**config.mk**
```make
export PLATFORM = sky130hd
export DESIGN_NAME = parity_serial_tx_flat
export DESIGN_NICKNAME = d
export VERILOG_FILES = /design/src/rtl/parity_serial_tx_pkg.sv /design/src/rtl/parity_serial_tx_if.sv /design/src/rtl/parity_serial_tx_baud_tick_counter.sv /design/src/rtl/parity_serial_tx.sv /design/src/flat_wrapper.sv
export SDC_FILE = /design/constraint.sdc
export NUM_CORES = 1
export LEC_CHECK = 0
export BUFFER_PORTS_ARGS = -buffer_cell sky130_fd_sc_hd__clkbuf_2
export CELL_PAD_IN_SITES_DETAIL_PLACEMENT = 0
export CELL_PAD_IN_SITES_GLOBAL_PLACEMENT = 1
export CORE_MARGIN = 2
export CORE_UTILIZATION = 43
export DETAILED_ROUTE_END_ITERATION = 7
export GPL_TIMING_DRIVEN = 0
export PLACE_DENSITY_LB_ADDON = 0.1
export SYNTH_ARGS = -nofsm -noshare
export SYNTH_HDL_FRONTEND = slang
export SYNTH_HIERARCHICAL = 1
export SYNTH_SLANG_ARGS = --single-unit
```
**constraint.sdc**
```tcl
create_clock -name clk -period 2.7 [get_ports clk]
set_clock_uncertainty 0.15 [all_clocks]
set_input_delay 0.135 -clock clk [delete_from_list [all_inputs] [get_ports clk]]
set_output_delay 0.135 -clock clk [all_outputs]
set_load 0.005 [all_outputs]
```
**src/rtl/parity_serial_tx_pkg.sv**
```systemverilog
// Shared definitions for the parity serial transmitter: FSM encodings and
// frame/counter sizing helpers.
package parity_serial_tx_pkg;

   localparam logic [2:0] ST_IDLE   = 3'd0;
   localparam logic [2:0] ST_START  = 3'd1;
   localparam logic [2:0] ST_DATA   = 3'd2;
   localparam logic [2:0] ST_PARITY = 3'd3;
   localparam logic [2:0] ST_STOP   = 3'd4;

   typedef enum logic [2:0] {
      IDLE   = ST_IDLE,
      START  = ST_START,
      DATA   = ST_DATA,
      PARITY = ST_PARITY,
      STOP   = ST_STOP
   } tx_state_e;

   // Clock cycles from the start bit through the last stop cycle.
   function automatic int unsigned frame_len(input int unsigned data_w,
                                             input int unsigned clks_per_bit);
      return (data_w + 3) * clks_per_bit;
   endfunction

   // Width of a counter holding 0..n-1, never narrower than one bit.
   function automatic int unsigned cnt_w(input int unsigned n);
      return (n > 1) ? $clog2(n) : 1;
   endfunction

endpackage

```
**src/rtl/parity_serial_tx_if.sv**
```systemverilog
// Producer-side handshake and serial line status of the parity transmitter.
interface parity_serial_tx_if #(
   parameter int DATA_W = 8
);
   logic [DATA_W-1:0] tx_data;
   logic              tx_valid;
   logic              tx_ready;
   logic              tx_out;
   logic              tx_busy;
   logic              tx_done;

   modport master (
      output tx_data, tx_valid,
      input  tx_ready, tx_out, tx_busy, tx_done
   );

   modport slave (
      input  tx_data, tx_valid,
      output tx_ready, tx_out, tx_busy, tx_done
   );
endinterface

```
**src/rtl/parity_serial_tx_baud_tick_counter.sv**
```systemverilog
// Bit-period counter: counts 0..CLKS_PER_BIT-1 and flags the terminal count.
module baud_tick_counter
   import parity_serial_tx_pkg::*;
#(
   parameter int CLKS_PER_BIT = 4
) (
   input  logic clk,
   input  logic rst_n,
   input  logic clear,
   output logic bit_tick
);
   localparam int CW = cnt_w(CLKS_PER_BIT);
   localparam logic [CW-1:0] TERM = CW'(CLKS_PER_BIT - 1);

   logic [CW-1:0] cnt;

   assign bit_tick = (cnt == TERM);

   always_ff @(posedge clk or negedge rst_n) begin
      if (!rst_n) begin
         cnt <= '0;
      end else if (clear || bit_tick) begin
         cnt <= '0;
      end else begin
         cnt <= cnt + 1'b1;
      end
   end

endmodule

```
**src/rtl/parity_serial_tx.sv**
```systemverilog
// Serial frame transmitter: start(0), data LSB-first, parity, stop(1), with a
// valid/ready word interface and registered line output.
module parity_serial_tx
   import parity_serial_tx_pkg::*;
#(
   parameter int DATA_W       = 8,
   parameter int CLKS_PER_BIT = 4,
   parameter bit PARITY_ODD   = 1'b0
) (
   input  logic              clk,
   input  logic              rst_n,
   parity_serial_tx_if.slave bus
);
   localparam int BW = cnt_w(DATA_W);
   localparam logic [BW-1:0] LAST_BIT = BW'(DATA_W - 1);

   tx_state_e         state;
   tx_state_e         state_nxt;
   logic [BW-1:0]     bit_idx;
   logic [BW-1:0]     bit_idx_nxt;
   logic [DATA_W-1:0] shreg;
   logic [DATA_W-1:0] shreg_nxt;
   logic              par_bit;
   logic              tx_out_r;
   logic              tx_out_nxt;
   logic              bit_tick;
   logic              baud_clear;
   logic              bit_last;
   logic              last_stop;
   logic              xfer;

   function automatic logic calc_parity(input logic [DATA_W-1:0] d);
      return PARITY_ODD ? ~^d : ^d;
   endfunction

   assign baud_clear = (state == IDLE);

   baud_tick_counter #(
      .CLKS_PER_BIT(CLKS_PER_BIT)
   ) u_baud (
      .clk      (clk),
      .rst_n    (rst_n),
      .clear    (baud_clear),
      .bit_tick (bit_tick)
   );

   assign bit_last  = (bit_idx == LAST_BIT);
   assign last_stop = (state == STOP) && bit_tick;

   // Ready is held low while reset is asserted, even though the FSM sits in IDLE.
   assign bus.tx_ready = rst_n & ((state == IDLE) | last_stop);
   assign xfer         = bus.tx_valid & bus.tx_ready;
   assign bus.tx_busy  = (state != IDLE);
   assign bus.tx_done  = last_stop;
   assign bus.tx_out   = tx_out_r;

   always_comb begin
      state_nxt   = state;
      bit_idx_nxt = bit_idx;
      shreg_nxt   = shreg;
      tx_out_nxt  = 1'b1;

      case (state)
         IDLE:   if (xfer) state_nxt = START;
         START:  if (bit_tick) state_nxt = DATA;
         DATA: begin
            if (bit_tick) begin
               if (bit_last) begin
                  state_nxt   = PARITY;
                  bit_idx_nxt = '0;
               end else begin
                  bit_idx_nxt = bit_idx + 1'b1;
                  shreg_nxt   = shreg >> 1;
               end
            end
         end
         PARITY: if (bit_tick) state_nxt = STOP;
         STOP:   if (bit_tick) state_nxt = xfer ? START : IDLE;
         default: state_nxt = IDLE;
      endcase

      if (xfer) shreg_nxt = bus.tx_data;

      // The line register is loaded with the bit belonging to the upcoming state,
      // so tx_out lines up exactly with the state it represents.
      case (state_nxt)
         START:   tx_out_nxt = 1'b0;
         DATA:    tx_out_nxt = shreg_nxt[0];
         PARITY:  tx_out_nxt = par_bit;
         default: tx_out_nxt = 1'b1;
      endcase
   end

   // Control state and line output
   always_ff @(posedge clk or negedge rst_n) begin
      if (!rst_n) begin
         state    <= IDLE;
         bit_idx  <= '0;
         tx_out_r <= 1'b1;
      end else begin
         state    <= state_nxt;
         bit_idx  <= bit_idx_nxt;
         tx_out_r <= tx_out_nxt;
      end
   end

   // Data path: word and parity captured on transfer, no reset needed
   always_ff @(posedge clk) begin
      shreg <= shreg_nxt;
      if (xfer) par_bit <= calc_parity(bus.tx_data);
   end

endmodule

```
**src/flat_wrapper.sv**
```systemverilog
// flat-port wrapper written by rule: the top's interface ports become plain ports
module parity_serial_tx_flat import parity_serial_tx_pkg::*;
#(
   parameter int DATA_W       = 8,
   parameter int CLKS_PER_BIT = 4,
   parameter bit PARITY_ODD   = 1'b0
)
  (clk, rst_n, bus_tx_data, bus_tx_valid, bus_tx_ready, bus_tx_out, bus_tx_busy, bus_tx_done);
  parity_serial_tx_if #(.DATA_W(DATA_W)) bus_i ();
  input  logic clk;
  input  logic rst_n;
  input wire logic [$bits(bus_i.tx_data)-1:0] bus_tx_data;
  input wire logic [$bits(bus_i.tx_valid)-1:0] bus_tx_valid;
  output wire logic [$bits(bus_i.tx_ready)-1:0] bus_tx_ready;
  output wire logic [$bits(bus_i.tx_out)-1:0] bus_tx_out;
  output wire logic [$bits(bus_i.tx_busy)-1:0] bus_tx_busy;
  output wire logic [$bits(bus_i.tx_done)-1:0] bus_tx_done;
  assign bus_i.tx_data = bus_tx_data;
  assign bus_i.tx_valid = bus_tx_valid;
  assign bus_tx_ready = bus_i.tx_ready;
  assign bus_tx_out = bus_i.tx_out;
  assign bus_tx_busy = bus_i.tx_busy;
  assign bus_tx_done = bus_i.tx_done;
  parity_serial_tx #(.DATA_W(DATA_W), .CLKS_PER_BIT(CLKS_PER_BIT), .PARITY_ODD(PARITY_ODD)) u_core (.clk(clk), .rst_n(rst_n), .bus(bus_i));
endmodule
```
==> qor.tcl, run 1 <==
set qor(outcome) {finished clean}
set qor(tightest_slew_ps) 512
set qor(floorplan.rows) 16
set qor(clock_tree.buffer_depth) 2
set qor(core-area_mm2) 0.00200
set qor(cts-buffers-inserted) 3
set qor(worst_setup_path_end_kind) {register}
set qor(initial_core_util) 0.462
set qor(design.final.nets) 112
set qor(ir_drop_mv) 0.382
set qor(ys_top_cells_by_area) {sky130_fd_sc_hd__edfxtp_1, sky130_fd_sc_hd__dfrtp_1, sky130_fd_sc_hd__a22o_1}
set qor(dp_cells) 116
set qor(timing_worst_setup_path_type) {reg2reg}
set qor(syn_area_per_cell_um2) 12.3
set qor(kind_of_launch_point_of_the_worst_setup_path) {register}
set qor(crit_fanout) 10
set qor(die_height_um) 50.4
set qor(crit_required_ps) 2520
set qor(clock_latency_ps) 290
set qor(post_synth_inst_count) 75
set qor(grt.total_usage) 0.153
set qor(antenna-diode-count) 0
set qor(finalWirelength_mm) 1.61
set qor(cts_root_buf) {sky130_fd_sc_hd__clkbuf_4}
set qor(finalNonFillerCells) 124
set qor(netlist_area_um2) 925
set qor(placer_congestion_estimate) 0.697
set qor(synth-seq-cells) 18
set qor(clock-sinks) 18
set qor(drt_iter0_markers) 10
set qor(setup-violations-final) 0
set qor(critPathArrivalTime_ps) 2060
set qor(die_width_um) 50.4
set qor(max-slew-margin-rel) 0.657
set qor(synth.lib_cells_used.distinct) 35
set qor(most_frequent_standard_cell_in_the_layout_excluding_fill_and_tap_cells) {sky130_fd_sc_hd__clkbuf_2}
set qor(grt_setup_unrepaired) {false}
set qor(die_area_mm2) 0.00254
set qor(global_route.overflow_total) 0
set qor(mostFrequentLayoutCells) {sky130_fd_sc_hd__clkbuf_2, sky130_fd_sc_hd__nand2_1, sky130_fd_sc_hd__dfrtp_1, sky130_fd_sc_hd__edfxtp_1}
set qor(grt_pass1_vias) 640
set qor(drv_slew) 0
set qor(final_antenna_violating_net_count) 0
set qor(synth_area_leader_cell) {sky130_fd_sc_hd__edfxtp_1}
set qor(htreeDepth) 1
set qor(num_vias) 638
set qor(yosys_warnings) 6
set qor(min_period_over_period) 0.828
set qor(maximum_number_of_pins_on_one_net_before_global_route_repair) 12
set qor(postSynth.asyncResetShare) 0.500
set qor(fmaxAchievable_mhz) 447
set qor(mappedNetlistNets) 89
set qor(viasPerCell) 5.15
set qor(synth_top_cell_area_share) 0.260
set qor(final_layout_size_suffix_gt1_frac) 0.268
set qor(period_minus_slack_ps) 2240
set qor(wl_per_cell_um) 13.0
set qor(drc_errors_left) 0
set qor(timing.final.hold_violations) 0
set qor(synth_flop_cell) {sky130_fd_sc_hd__edfxtp_1}
set qor(max_cap_viol_count) 0
set qor(first_pass_grt_wire_length_mm) 2.89
set qor(dp_hpwl_mm) 1.16
set qor(tritoncts) {built}
set qor(area_growth_pct) 18.4
set qor(hp-class) {in2reg}
set qor(synth-edff-count) 8
set qor(timing.setup.tns_ps) 0
set qor(cts_resized) 0
set qor(drt_pass1_iterations) 4
set qor(boundary_pins) 15
set qor(power.density_cell_area_mw_per_mm2) 809
set qor(seq_area_frac_synth) 0.526
set qor(cts.clk_slew.worst_paths_ps) 100
set qor(io_buffers) 14
set qor(antenna_found_initial) 0
set qor(power.static_leakage_nw) 0.477
## through the flow
stage	util	cell area [um2]	power, mW	hold WS, ps	setup slack [ps]
4_1_cts	0.547	1090	0.897	6.69	458
6_report	0.547	1090	0.886	21.0	465
2_1_floorplan	-	925	0.665	-311	759
3_5_place_dp	0.514	1030	0.751	-123	476
3_3_place_gp	0.514	1030	0.739	-129	446
5_1_grt	0.547	1090	0.958	8.51	305
## Yosys cell counts (all sizes together), types with 2 or more instances
master,count
dfrtp,8
edfxtp,8
nand2,8
a22o,6
xnor2,6
inv,4
ha,3
nor3b,3
o21ai,3
a21oi,2
nor2,2
nor3,2
o21a,2
## layout make-up
type,count,area [um2]
plain buffers,2,21.3
clock buffers,3,22.5
clock inverters,1,3.75
fillers,191,907
inverters,4,15.0
multi-input cells,51,402
flip-flops and latches,18,487
well taps,27,33.8
repair buffers,18,110
## sequential cells by signal, summed over array words and instances, names as in the netlist
signal / flops
u_core/bit_idx: 3
u_core/par_bit: 1
u_core/u_baud/cnt: 2
u_core/state: 3
u_core/bus.tx_out: 1
u_core/shreg: 8
## worst max-delay path, cell delays in order (launching register included)
cell	delay, ps
sky130_fd_sc_hd__dfrtp_1	380
sky130_fd_sc_hd__ha_1	230
sky130_fd_sc_hd__clkbuf_8	190
sky130_fd_sc_hd__nand4bb_4	160
sky130_fd_sc_hd__nor2_1	440
sky130_fd_sc_hd__or2_1	370
## cell families after synthesis
family | Yosys count | synth area share
mux | 1 | 0.0122
flops | 18 | 0.526
xor+xnor | 7 | 0.0663
simple gates | 23 | 0.171
buf+inv | 6 | 0.0392
compound gates | 17 | 0.145
fa+ha+maj | 3 | 0.0406
## metal layers
layer,vias up,track usage,wire length (um)
li1,321,-,-
met1,306,0.202,769
met2,9,0.239,778
met3,2,0.0357,47
met4,0,0.0676,15
met5,-,0,0
## power breakdown
part           internal, mW  switching [mW]
clock network        0.0537          0.0829
registers             0.379          0.0542
logic                 0.163           0.154
total                 0.595           0.291
## what timing repair did
action,in CTS,in global routing
hold endpoints to repair,12,0
setup buffers,0,0
hold buffers,4,0
## worst paths after layout
path                                                start                              to  slack [ps]  cells after the start
setup / recovery           u_core/u_baud/cnt[0]$_DFF_PN0_       u_core/shreg[5]$_DFFE_PP_         460                      5
hold / removal                             bus_tx_data[4]       u_core/shreg[4]$_DFFE_PP_          20                      2
setup reg to reg           u_core/u_baud/cnt[0]$_DFF_PN0_       u_core/shreg[5]$_DFFE_PP_         460                      5
hold reg to reg            u_core/u_baud/cnt[0]$_DFF_PN0_  u_core/u_baud/cnt[0]$_DFF_PN0_         310                      1
max in group asynchronous                           rst_n     u_core/bus.tx_out$_DFF_PN1_        2030                      2
min in group asynchronous                           rst_n       u_core/state[2]$_DFF_PN0_          90                      2
Power figures use the tool's default switching activity.
==> run 2, diff against run 1 <==
==> constraint.sdc (replaced) <==
create_clock -name clk -period 2.22 [get_ports clk]
set_clock_uncertainty 0.15 [all_clocks]
set_input_delay 0.111 -clock clk [delete_from_list [all_inputs] [get_ports clk]]
set_output_delay 0.111 -clock clk [all_outputs]
set_load 0.005 [all_outputs]
==> run 2 against run 1 <==
Non-clock buffer count up 5. Cell area up 4.8%. Power up 22%. Register-to-register slack worse by 340 ps. Sequential share of layout area down 2.0 points.
==> qor.tcl, run 2 (same netlist as run 1, synthesis figures left out) <==
set qor(wl_per_cell_um) 13.2 ;# +1.6%
set qor(setup-violations-final) 0 ;# unchanged
set qor(grt_pass1_vias) 668 ;# +4.4%
set qor(reg.largest.list) {u_core/shreg (8), u_core/bit_idx (3), u_core/state (3)}
set qor(min_period_over_period) 0.942 ;# +0.114
set qor(die_area_mm2) 0.00254 ;# unchanged
set qor(regArea_um2) 487 ;# unchanged
set qor(timing.setup.tns_ps) 0 ;# unchanged
set qor(kind_of_launch_point_of_the_worst_setup_path) {register}
set qor(crit_fanout) 10 ;# unchanged
set qor(dp_cells) 116 ;# unchanged
set qor(boundary_pins) 15 ;# unchanged
set qor(cts_root_buf) {sky130_fd_sc_hd__clkbuf_4}
set qor(clock_latency_ps) 290 ;# about the same
set qor(drv_slew) 0 ;# unchanged
set qor(clockPowerShare) 0.153 ;# about the same
set qor(viasPerCell) 5.13 ;# -0.26%
set qor(timing_worst_setup_path_type) {reg2reg}
set qor(outcome) {finished clean}
set qor(switching_share) 0.328 ;# -0.000643
set qor(most_frequent_standard_cell_in_the_layout_excluding_fill_and_tap_cells) {sky130_fd_sc_hd__clkbuf_2}
set qor(cts.clk_slew.worst_paths_ps) 100 ;# about the same
set qor(global_route.overflow_total) 0 ;# unchanged
set qor(max-slew-margin-rel) 0.750 ;# +0.0923
set qor(critical_path.max_stage_delay_ps) 380 ;# -60 ps
set qor(final_layout_size_suffix_gt1_frac) 0.265 ;# -0.00334
set qor(placer_congestion_estimate) 0.697 ;# unchanged
set qor(layout.core_utilization) 0.573 ;# +0.0262
set qor(sequentialPowerShare) 0.485 ;# -0.004
set qor(largest_register_ffs) 8 ;# unchanged
set qor(io_buffers) 14 ;# unchanged
set qor(finalNonFillerCells) 129 ;# +4.0%
set qor(critical_path.top_delay_family) {simple AND/OR/NAND/NOR gates}
set qor(grt.total_usage) 0.160 ;# +0.00698
set qor(final_critical_path_setup_slack_ps) 129 ;# -336 ps
set qor(drc_errors_left) 0 ;# unchanged
set qor(tritoncts) {built}
set qor(maximum_number_of_pins_on_one_net_before_global_route_repair) 12 ;# unchanged
set qor(use_met3) 0.0357 ;# unchanged
set qor(multi_input_area_um2) 404 ;# +0.62%
set qor(place_worst_setup_slack_ps) -4.46 ;# -480 ps
set qor(final_antenna_violating_net_count) 0 ;# unchanged
set qor(die_height_um) 50.4 ;# unchanged
set qor(clock_tree.buffer_depth) 2 ;# unchanged
set qor(grtUsageMet2) 0.259 ;# +0.0197
set qor(initial_core_util) 0.462 ;# unchanged
set qor(clock-sinks) 18 ;# unchanged
set qor(fmaxAchievable_mhz) 478 ;# +6.9%
set qor(antenna-diode-count) 0 ;# unchanged
set qor(ir_drop_mv) 0.464 ;# +21%
set qor(grt_setup_unrepaired) {false}
set qor(drt_pass1_iterations) 4 ;# unchanged
set qor(part_of_the_total_power_dissipated_in_combinational_logic) 0.362 ;# +0.005
set qor(cpMaxStageDelayCell) {sky130_fd_sc_hd__dfrtp_1}
set qor(num_vias) 662 ;# +3.8%
set qor(crit_chain) {ha_1 -> clkbuf_8 -> nand4bb_4 -> nor2_2 -> or2_1}
set qor(timing.final.hold_violations) 0 ;# unchanged
set qor(finalWirelength_mm) 1.70 ;# +5.7%
set qor(crit_required_ps) 2040 ;# -480 ps
set qor(hp-class) {in2async}
set qor(drt_iter0_markers) 12 ;# +2
set qor(antenna_found_initial) 0 ;# unchanged
set qor(cts-buffers-inserted) 3 ;# unchanged
set qor(power.internal_uw) 729 ;# +23%
set qor(netSwitchingPower_uw) 356 ;# +22%
set qor(max_flop_register) {u_core/shreg}
set qor(htreeDepth) 1 ;# unchanged
set qor(area_growth_pct) 24.1
set qor(floorplan.rows) 16 ;# unchanged
set qor(dp_hpwl_mm) 1.16 ;# unchanged
set qor(period_minus_slack_ps) 2090 ;# -144 ps
set qor(first_pass_grt_wire_length_mm) 3.02 ;# +4.3%
set qor(global_route.peak_usage_layer) {met2}
set qor(max_cap_viol_count) 0 ;# unchanged
set qor(use_met1) 0.206 ;# +0.00385
set qor(mostFrequentLayoutCells) {sky130_fd_sc_hd__clkbuf_2, sky130_fd_sc_hd__dlygate4sd3_1, sky130_fd_sc_hd__nand2_1, sky130_fd_sc_hd__dfrtp_1, sky130_fd_sc_hd__edfxtp_1}
set qor(power.static_leakage_nw) 0.498 ;# +4.3%
set qor(tightest_slew_ps) 375 ;# -137 ps
set qor(core-area_mm2) 0.00200 ;# unchanged
set qor(critPathBufInv) 1 ;# unchanged
set qor(design.final.nets) 117 ;# +4.5%
set qor(worst_setup_path_end_kind) {register}
set qor(layout.filler_cells) 185 ;# -3.1%
set qor(die_width_um) 50.4 ;# unchanged
set qor(critPathArrivalTime_ps) 1910 ;# -150 ps
set qor(power.density_cell_area_mw_per_mm2) 946 ;# +17%
set qor(cts.repair_timing.setup_buffer_count) 0 ;# unchanged
-- run 2: changes by cell type in the layout (fill, tap and decap cells not counted) --
cell	change
sky130_fd_sc_hd__dlygate4sd3_1	+5
sky130_fd_sc_hd__nor2_2	+1
sky130_fd_sc_hd__nor2_1	-1
-- run 2: routing by layer --
layer | share of wire | wire length [um]
met2 | 0.50 | 858
met1 | 0.46 | 784
met4 | 0.0088 | 15
met3 | 0.026 | 45
met5 | 0 | 0
-- run 2: per-stage QoR --
| step | hold slack [ps] | total power [mW] | instance area, um2 |
|---|---|---|---|
| after floorplan | -335 | 0.809 | 925 |
| after global placement | -153 | 0.899 | 1030 |
| after detailed placement | -147 | 0.914 | 1030 |
| after CTS | 65.2 | 1.10 | 1150 |
| after global routing | 72.9 | 1.17 | 1150 |
| final | 68.0 | 1.08 | 1150 |
-- run 2: final cells by class --
class | count | share of cell area
inverters | 4 | 0.0131
repair buffers | 23 | 0.140
clock inverters | 1 | 0.00327
multi-input cells | 51 | 0.352
well taps | 27 | 0.0294
plain buffers | 2 | 0.0185
flip-flops and latches | 18 | 0.424
clock buffers | 3 | 0.0196
-- run 2: worst paths after layout --
| kind | cells past startpoint | slack [ps] | end | startpoint |
|---|---|---|---|---|
| max in group asynchronous | 2 | 1580 | u_core/bus.tx_out$_DFF_PN1_ | rst_n |
| max | 5 | 130 | u_core/shreg[6]$_DFFE_PP_ | u_core/u_baud/cnt[0]$_DFF_PN0_ |
| max reg2reg | 5 | 130 | u_core/shreg[6]$_DFFE_PP_ | u_core/u_baud/cnt[0]$_DFF_PN0_ |
| min in group clk | 3 | 90 | u_core/state[0]$_DFF_PN0_ | bus_tx_valid |
| min reg2reg | 1 | 310 | u_core/u_baud/cnt[0]$_DFF_PN0_ | u_core/u_baud/cnt[0]$_DFF_PN0_ |
| min | 2 | 70 | u_core/state[2]$_DFF_PN0_ | rst_n |
-- run 2: timing repair --
item,in CTS,in global routing
endpoints found under the setup margin,7,0
hold buffers,9,0
gates resized for setup,1,0
endpoints found under the hold margin,17,0
-- run 2: power groups by stage --
stage	logic, mW	clock network [mW]	registers, mW
final	0.392	0.166	0.526
after global routing	0.439	0.192	0.542
after CTS	0.396	0.177	0.525
after detailed placement	0.381	0	0.532
after global placement	0.369	0	0.530
after floorplan	0.290	0	0.519
